===== src/rtl/fir_pkg.sv =====
// Shared FIR definitions: sample format and pointer sizing used by the
// accelerator delay line and the result buffer.
package fir_pkg;

    localparam int DATA_WIDTH = 16;
    localparam int Q_FORMAT   = 8;

    typedef logic signed [DATA_WIDTH-1:0] fir_sample_t;

    // Extra MSB lets wrapping pointers tell full apart from empty.
    function automatic int fir_ptr_width(input int depth);
        return $clog2(depth) + 1;
    endfunction

endpackage


===== src/rtl/fir_result_mem.sv =====
// Result storage array: one synchronous write port, one asynchronous read
// port, no reset on the contents.
module fir_result_mem #(
    parameter int DATA_WIDTH = 16,
    parameter int DEPTH      = 8
) (
    input  logic                          clk_i,
    input  logic                          wr_en_i,
    input  logic [$clog2(DEPTH)-1:0]      wr_addr_i,
    input  logic signed [DATA_WIDTH-1:0]  wr_data_i,
    input  logic [$clog2(DEPTH)-1:0]      rd_addr_i,
    output logic signed [DATA_WIDTH-1:0]  rd_data_o
);

    logic signed [DATA_WIDTH-1:0] mem_q [DEPTH];

    always_ff @(posedge clk_i) begin
        if (wr_en_i) begin
            mem_q[wr_addr_i] <= wr_data_i;
        end
    end

    assign rd_data_o = mem_q[rd_addr_i];

endmodule


===== src/rtl/fir_result_buffer.sv =====
// Show-ahead result FIFO between the FIR accelerator and a stallable consumer,
// with occupancy flags, sticky overflow and a saturating drop counter.
module fir_result_buffer #(
    parameter int DATA_WIDTH      = fir_pkg::DATA_WIDTH,
    parameter int DEPTH           = 8,
    parameter int ALMOST_FULL_LVL = DEPTH - 2,
    parameter int DROP_CNT_WIDTH  = 8
) (
    input  logic                             clk,
    input  logic                             rstN,
    input  logic                             flush,
    input  logic                             inValid,
    input  logic signed [DATA_WIDTH-1:0]     inData,
    output logic                             outValid,
    input  logic                             outReady,
    output logic signed [DATA_WIDTH-1:0]     outData,
    output logic [$clog2(DEPTH):0]           level,
    output logic                             empty,
    output logic                             full,
    output logic                             almostFull,
    output logic                             overflow,
    output logic [DROP_CNT_WIDTH-1:0]        dropCount
);

    import fir_pkg::*;

    localparam int PW = fir_ptr_width(DEPTH);
    localparam int AW = PW - 1;
    localparam logic [PW-1:0] DEPTH_LVL = PW'(DEPTH);
    localparam logic [PW-1:0] AF_LVL    = PW'(ALMOST_FULL_LVL);

    logic [PW-1:0]                 wr_ptr_q, wr_ptr_d;
    logic [PW-1:0]                 rd_ptr_q, rd_ptr_d;
    logic                          overflow_q, overflow_d;
    logic [DROP_CNT_WIDTH-1:0]     drop_cnt_q, drop_cnt_d;
    logic [PW-1:0]                 level_w;
    logic                          empty_w, full_w;
    logic                          push_ok, pop_ok, drop_w;
    logic signed [DATA_WIDTH-1:0]  head_w;

    function automatic logic [DROP_CNT_WIDTH-1:0] sat_inc(input logic [DROP_CNT_WIDTH-1:0] v);
        return (&v) ? v : v + DROP_CNT_WIDTH'(1);
    endfunction

    assign level_w = wr_ptr_q - rd_ptr_q;
    assign empty_w = (level_w == '0);
    assign full_w  = (level_w == DEPTH_LVL);

    // A pop frees the slot this same edge, so push is legal when full.
    assign pop_ok  = !empty_w && outReady;
    assign push_ok = inValid && (!full_w || pop_ok);
    assign drop_w  = inValid && full_w && !pop_ok;

    always_comb begin
        wr_ptr_d   = wr_ptr_q;
        rd_ptr_d   = rd_ptr_q;
        overflow_d = overflow_q;
        drop_cnt_d = drop_cnt_q;
        if (flush) begin
            wr_ptr_d   = '0;
            rd_ptr_d   = '0;
            overflow_d = 1'b0;
            drop_cnt_d = '0;
        end else begin
            if (push_ok) wr_ptr_d = wr_ptr_q + PW'(1);
            if (pop_ok)  rd_ptr_d = rd_ptr_q + PW'(1);
            if (drop_w) begin
                overflow_d = 1'b1;
                drop_cnt_d = sat_inc(drop_cnt_q);
            end
        end
    end

    always_ff @(posedge clk or negedge rstN) begin
        if (!rstN) begin
            wr_ptr_q   <= '0;
            rd_ptr_q   <= '0;
            overflow_q <= 1'b0;
            drop_cnt_q <= '0;
        end else begin
            wr_ptr_q   <= wr_ptr_d;
            rd_ptr_q   <= rd_ptr_d;
            overflow_q <= overflow_d;
            drop_cnt_q <= drop_cnt_d;
        end
    end

    fir_result_mem #(
        .DATA_WIDTH (DATA_WIDTH),
        .DEPTH      (DEPTH)
    ) u_mem (
        .clk_i     (clk),
        .wr_en_i   (push_ok && !flush),
        .wr_addr_i (wr_ptr_q[AW-1:0]),
        .wr_data_i (inData),
        .rd_addr_i (rd_ptr_q[AW-1:0]),
        .rd_data_o (head_w)
    );

    // Stale array contents never leak out while the buffer is empty.
    assign outValid   = !empty_w;
    assign outData    = empty_w ? '0 : head_w;
    assign level      = level_w;
    assign empty      = empty_w;
    assign full       = full_w;
    assign almostFull = (level_w >= AF_LVL);
    assign overflow   = overflow_q;
    assign dropCount  = drop_cnt_q;

endmodule


===== config.mk =====
export PLATFORM = sky130hd
export DESIGN_NAME = fir_result_buffer
export DESIGN_NICKNAME = d
export VERILOG_FILES = /design/src/rtl/fir_pkg.sv /design/src/rtl/fir_result_mem.sv /design/src/rtl/fir_result_buffer.sv
export SDC_FILE = /design/constraint.sdc
export NUM_CORES = 1
export LEC_CHECK = 0
export BUFFER_PORTS_ARGS = -buffer_cell sky130_fd_sc_hd__buf_2
export CAP_MARGIN = 5
export CORE_ASPECT_RATIO = 0.5
export CORE_MARGIN = 5
export CORE_UTILIZATION = 52
export DETAILED_ROUTE_END_ITERATION = 8
export PLACE_DENSITY_LB_ADDON = 0.25
export SLEW_MARGIN = 5
export SYNTH_ARGS = -nofsm -noshare
export SYNTH_HDL_FRONTEND = slang
export SYNTH_HIERARCHICAL = 1
export SYNTH_SLANG_ARGS = --single-unit

===== constraint.sdc =====
create_clock -name clk -period 10.3 [get_ports clk]
set_input_delay 2.06 -clock clk [delete_from_list [all_inputs] [get_ports clk]]
set_output_delay 2.06 -clock clk [all_outputs]
set_load 0.01 [all_outputs]

==> flow_metrics.py, run 1 <==
metrics = {
    "clock_tree": {
        "cts_sinks": 145,
        "post_cts_resized": 0,
        "holdBufCountCts": 0,
        "cts_root_buffer": "clkbuf_16",
        "path_clk_slew_ps": 70,
        "cts_buffers": 17,
        "worstSkewPairLatency_ps": 420,
        "htreeDepth": 4,
        "cts_tree": "yes",
        "postCtsSetupBuffers": 0,
        "clock_path_buffers": 2,
    },
    "worst_setup_path": {
        "crit_path_start_kind": "flop",
        "critPathBufInv": 3,
        "worstPathArrival_ps": 3500,
        "crit_family": "flip-flops",
        "crit_type": "reg2out",
        "crit_chain": "inv_1 -> ha_1 -> nand3b_1 -> a21oi_1 -> or3_1 -> inv_1 -> buf_2",
        "critPathCaptureType": "primary output",
        "required_ps": 8240,
        "path_common_cell": "inv_1",
        "max_stage_delay_ps": 1080,
        "cpMaxStageDelayCell": "dfrtp_1",
        "crit_fanout": 21,
    },
    "routing": {
        "drt_iter0_drc": 262,
        "ant_nets": 0,
        "vias": 3330,
        "drt_drc_violations_left": 0,
        "vias_per_cell": 5.712,
        "wl_mm": 12.00,
        "firstDrtPassIters": 5,
        "wl_per_cell_um": 20.59,
    },
    "yosys": {
        "yosys_warnings": 6,
        "syn-cell-area_um2": 6161,
        "synth.most_common_cell": "edfxtp_1",
        "synth_top_family_by_area": "multiplexers",
        "synthTopCellsByArea": "edfxtp_1, mux4_1, dfrtp_1, mux2_2, and2_1",
        "ys_types": 43,
        "synth_xor_area_frac": 0.007108,
        "async_flop_share": 0.1172,
        "yosysSeqAreaShare": 0.6929,
        "syn_nets": 364,
        "syn_inst": 336,
        "synthFlopType": "edfxtp_1",
        "synth_adder_area_share": 0.01543,
        "ys_top_cells_by_count": "edfxtp_1, mux4_1, dfrtp_1, mux2_2, and2_1",
        "yosysTopAreaCellShare": 0.6239,
        "syn_area_per_cell_um2": 18.34,
        "synth-edff-count": 128,
        "synthMuxAreaShare": 0.1667,
        "synthSimpleGateAreaFrac": 0.06885,
        "ys_ff_latch": 145,
        "synth_compound_area_frac": 0.02864,
        "yosysTopAreaCell": "edfxtp_1",
    },
    "sta": {
        "period_share": 0.5393,
        "fmax_mhz": 180.0,
        "setup_viol": 0,
        "max_slew.worst_pin.slew_ps": 1110,
        "finClkSkew_ps": 13.36,
        "fin_ws_ps": 4745,
        "tns_ps": 0,
        "drv_slew": 0,
        "hold_viol_final": 0,
        "slew_headroom": 0.2602,
        "grt_setup_unrepaired": "false",
        "post-route-min-period_ps": 5555,
    },
    "place": {
        "hpwl_mm": 6.998,
        "dp.cells": 551,
        "gp_congestion": 0.8276,
        "place_ws_ps": 5236,
        "place_area_um2": 6638,
        "io_buffers": 53,
    },
    "floorplan": {
        "row_count": 28,
        "die_w_um": 163.9,
        "die_y_um": 86.97,
        "die-area_um2": 14260,
        "core-area_um2": 11700,
        "start_util": 0.5265,
        "ios": 54,
    },
    "final_layout": {
        "stdcell_area_um2": 7251,
        "antennaDiodeCount": 0,
        "multi_input_area_um2": 1777,
        "nFillCells": 850,
        "syn_to_final_growth_pct": 17.69,
        "layout.nets": 433,
        "regArea_um2": 4269,
        "drive_gt1_frac": 0.2943,
        "final_cells": 583,
    },
    "run": {
        "drv_cap": 0,
    },
    "global_route": {
        "grt_antenna_before_repair": 0,
        "grt_max_degree": 37,
        "overflow": 0,
        "grt_first_pass_wirelength_mm": 18.81,
        "grt_usage": 0.1814,
        "grt_pass1_vias": 3348,
    },
    "pwr": {
        "fin_total_pwr_mw": 1.741,
        "pwr_density_cell_nw_per_um2": 240.2,
        "peakVddDrop_mv": 0.1244,
        "p_leak_nw": 2.595,
    },
    "status": {
        "status": "finished, final reports clean",
    },
    "min_path": {
        "worstHoldPathType": "reg2reg",
    },
}
## state kept, by name (all words and copies together), names as in the netlist
register and count:
rd_ptr_q 4, wr_ptr_q 4, u_mem/mem_q 128, overflow 1
dropCount 8
## tightest hold or removal path, cell delays in order (launching register included)
cell and delay [ps]:
dfrtp_1 380, inv_1 50, a21oi_1 50
## path summary, 6_finish.rpt
check                            start  slack (ps)  cells after the start           endpoint
max                        rd_ptr_q[1]        4740                      7              empty
min                           overflow         520                      2           overflow
max reg2reg                rd_ptr_q[1]        6010                      9  u_mem/mem_q[5][4]
min reg2reg                   overflow         520                      2           overflow
max in group asynchronous         rstN        8450                      1        wr_ptr_q[0]
min in group asynchronous         rstN        1560                      1       dropCount[2]
## metal layers
metal  vias up  share of wire  track usage
li1       1500              -            -
met1      1677           0.42       0.2414
met2       139           0.49       0.2943
met3        14          0.076      0.05012
met4         0          0.013      0.06088
met5         -              0            0
## cell usage in the layout, fill, tap and decap left out, types with 5 or more instances in the layout
cell,instances
clkinv_8,6
mux4_1,28
nand3_1,7
buf_4,10
dfrtp_1,17
and2_1,16
ha_1,6
inv_1,11
o21ai_0,5
edfxtp_1,128
a21oi_1,13
mux2_2,17
nand2_1,10
or3_1,6
nor2_1,14
buf_2,53
inv_8,5
clkbuf_16,17
## through the flow
| step | utilization | hold slack (ps) |
|---|---|---|
| after floorplan | - | 539.8 |
| after global placement | 0.5673 | 501.8 |
| after detailed placement | 0.5673 | 515.6 |
| after CTS | 0.6197 | 526.4 |
| after global routing | 0.6197 | 554.4 |
| final | 0.6197 | 524.6 |
## power breakdown
group          leakage (nW)  internal, mW  switching [mW]
combinational         0.909         0.201           0.244
sequential             1.39         0.663          0.0237
clock                 0.294         0.330           0.279
total                  2.59          1.19           0.547
## cells by family after synthesis
kind of cell	after synthesis
flip-flops	145
multiplexers	50
AND/OR/NAND/NOR	75
adder cells (fa/ha/maj)	7
XOR/XNOR	5
buffers and inverters	25
AO/OA/AOI/OAI	29
## cell type report
cell class                      count  share of cell area
Sequential cell                   145              0.5888
Multi-Input combinational cell    166              0.2450
Clock buffer                       17             0.05867
Timing Repair Buffer               63             0.04694
Tap cell                          165             0.02847
Clock inverter                     15             0.02588
Inverter                           12            0.006212
(Power assumes the default switching activity.)
==> inputs of run 2 (changes only) <==
==> constraint.sdc (replaced) <==
create_clock -name clk -period 4.5 [get_ports clk]
set_input_delay 0.9 -clock clk [delete_from_list [all_inputs] [get_ports clk]]
set_output_delay 0.9 -clock clk [all_outputs]
set_load 0.01 [all_outputs]
==> flow_metrics.py, run 2 (synthesis gave the netlist of run 1 again) <==
metrics = {
    "status": {
        "status": "finished, final reports clean",
    },
    "floorplan": {
        "row_count": 28,
        "core-area_um2": 11700,
        "die-area_um2": 14260,
        "die_y_um": 86.97,
        "ios": 54,
        "start_util": 0.5265,
        "die_w_um": 163.9,
    },
    "final_layout": {
        "top_register": "u_mem/mem_q",
        "regArea_um2": 4269,
        "multi_input_area_um2": 1777,
        "nFillCells": 831,
        "layout_common_cells": "edfxtp_1, buf_2, mux4_1",
        "antennaDiodeCount": 0,
        "syn_to_final_growth_pct": 16.63,
        "largest_register_ffs": 128,
        "final_common_cell": "edfxtp_1",
        "layout.nets": 434,
        "drive_gt1_frac": 0.2878,
    },
    "run": {
        "drv_cap": 0,
    },
    "sta": {
        "finClkSkew_ps": 5.387,
        "max_slew.worst_pin.slew_ps": 806.3,
        "grt_setup_unrepaired": "false",
        "fin_ws_ps": 385.8,
        "post-route-min-period_ps": 4114,
        "setup_viol": 0,
        "tns_ps": 0,
        "fmax_mhz": 243.1,
        "hold_viol_final": 0,
        "drv_slew": 0,
        "period_share": 0.9143,
        "slew_headroom": 0.4625,
    },
    "worst_setup_path": {
        "worstPathArrival_ps": 3210,
        "crit_path_start_kind": "flop",
        "crit_fanout": 19,
        "crit_type": "reg2out",
        "critPathCaptureType": "primary output",
        "required_ps": 3600,
    },
    "routing": {
        "wl_per_cell_um": 20.68,
        "vias_per_cell": 5.498,
        "drt_drc_violations_left": 0,
        "firstDrtPassIters": 5,
        "vias": 3200,
        "wl_mm": 12.04,
        "ant_nets": 0,
        "drt_iter0_drc": 243,
    },
    "place": {
        "gp_congestion": 0.8070,
        "place_ws_ps": 803.5,
        "hpwl_mm": 7.128,
        "io_buffers": 53,
    },
    "global_route": {
        "grt_pass1_vias": 3367,
        "overflow": 0,
        "grt_usage": 0.1811,
        "grt_max_degree": 36,
        "grt_first_pass_wirelength_mm": 18.65,
        "grt_antenna_before_repair": 0,
    },
    "clock_tree": {
        "cts_root_buffer": "clkbuf_16",
        "cts_sinks": 145,
        "cts_tree": "yes",
        "postCtsSetupBuffers": 0,
        "holdBufCountCts": 0,
        "cts_buffers": 17,
        "path_clk_slew_ps": 60,
        "htreeDepth": 4,
        "worstSkewPairLatency_ps": 410,
        "clock_path_buffers": 2,
        "post_cts_resized": 0,
    },
    "pwr": {
        "pwr_density_cell_nw_per_um2": 538.3,
        "peakVddDrop_mv": 0.2360,
        "p_leak_nw": 2.560,
    },
    "min_path": {
        "worstHoldPathType": "in2async",
    },
}
[run 2: final cells by class]
class | instances | area share
clock buffer | 18 | 0.05972
sequential | 145 | 0.5941
timing repair buffer | 64 | 0.04841
clock inverter | 12 | 0.01550
tap | 165 | 0.02873
inverter | 12 | 0.006269
multi-input combinational | 166 | 0.2473
[run 2: path summary, 6_finish.rpt]
check / from / end / slack (ps) / cells after the start
max: wr_ptr_q[0] / outData[2] / 390 / 8
max reg2reg: wr_ptr_q[0] / u_mem/mem_q[6][7] / 1280 / 11
min in group clk: overflow / overflow / 520 / 2
min: rstN / dropCount[6] / 420 / 1
min reg2reg: overflow / overflow / 520 / 2
max in group asynchronous: rstN / dropCount[7] / 3800 / 1
[run 2: routing by layer]
metal	global-route usage	share of wire
met1	0.2290	0.42
met2	0.3137	0.51
met3	0.05863	0.069
met4	0.03501	0.0032
met5	0	0
[run 2: critical path: stages, from the launching register on]
cell,delay (ps)
dfrtp_1,520
inv_1,80
ha_1,240
fa_1,380
xor2_1,270
nand3_1,170
or3_1,680
and2_1,320
buf_2,140
[run 2: where the power goes]
| group | leakage, nW | total [mW] | switching, mW | internal [mW] |
|---|---|---|---|---|
| Clock | 0.254 | 1.28 | 0.522 | 0.756 |
| Combinational | 0.915 | 1.04 | 0.574 | 0.463 |
| Sequential | 1.39 | 1.55 | 0.0320 | 1.52 |
[run 2: stage by stage]
stage	hold WS, ps	utilization	std cells	total power, mW	cell area [um2]
after floorplan	539.8	-	336	2.279	6161
after global placement	503.4	0.5679	552	2.596	6645
after detailed placement	525.9	0.5679	552	2.626	6645
after CTS	414.1	0.6141	582	3.908	7186
after global routing	433.0	0.6141	582	4.069	7186
final	418.4	0.6141	582	3.868	7186
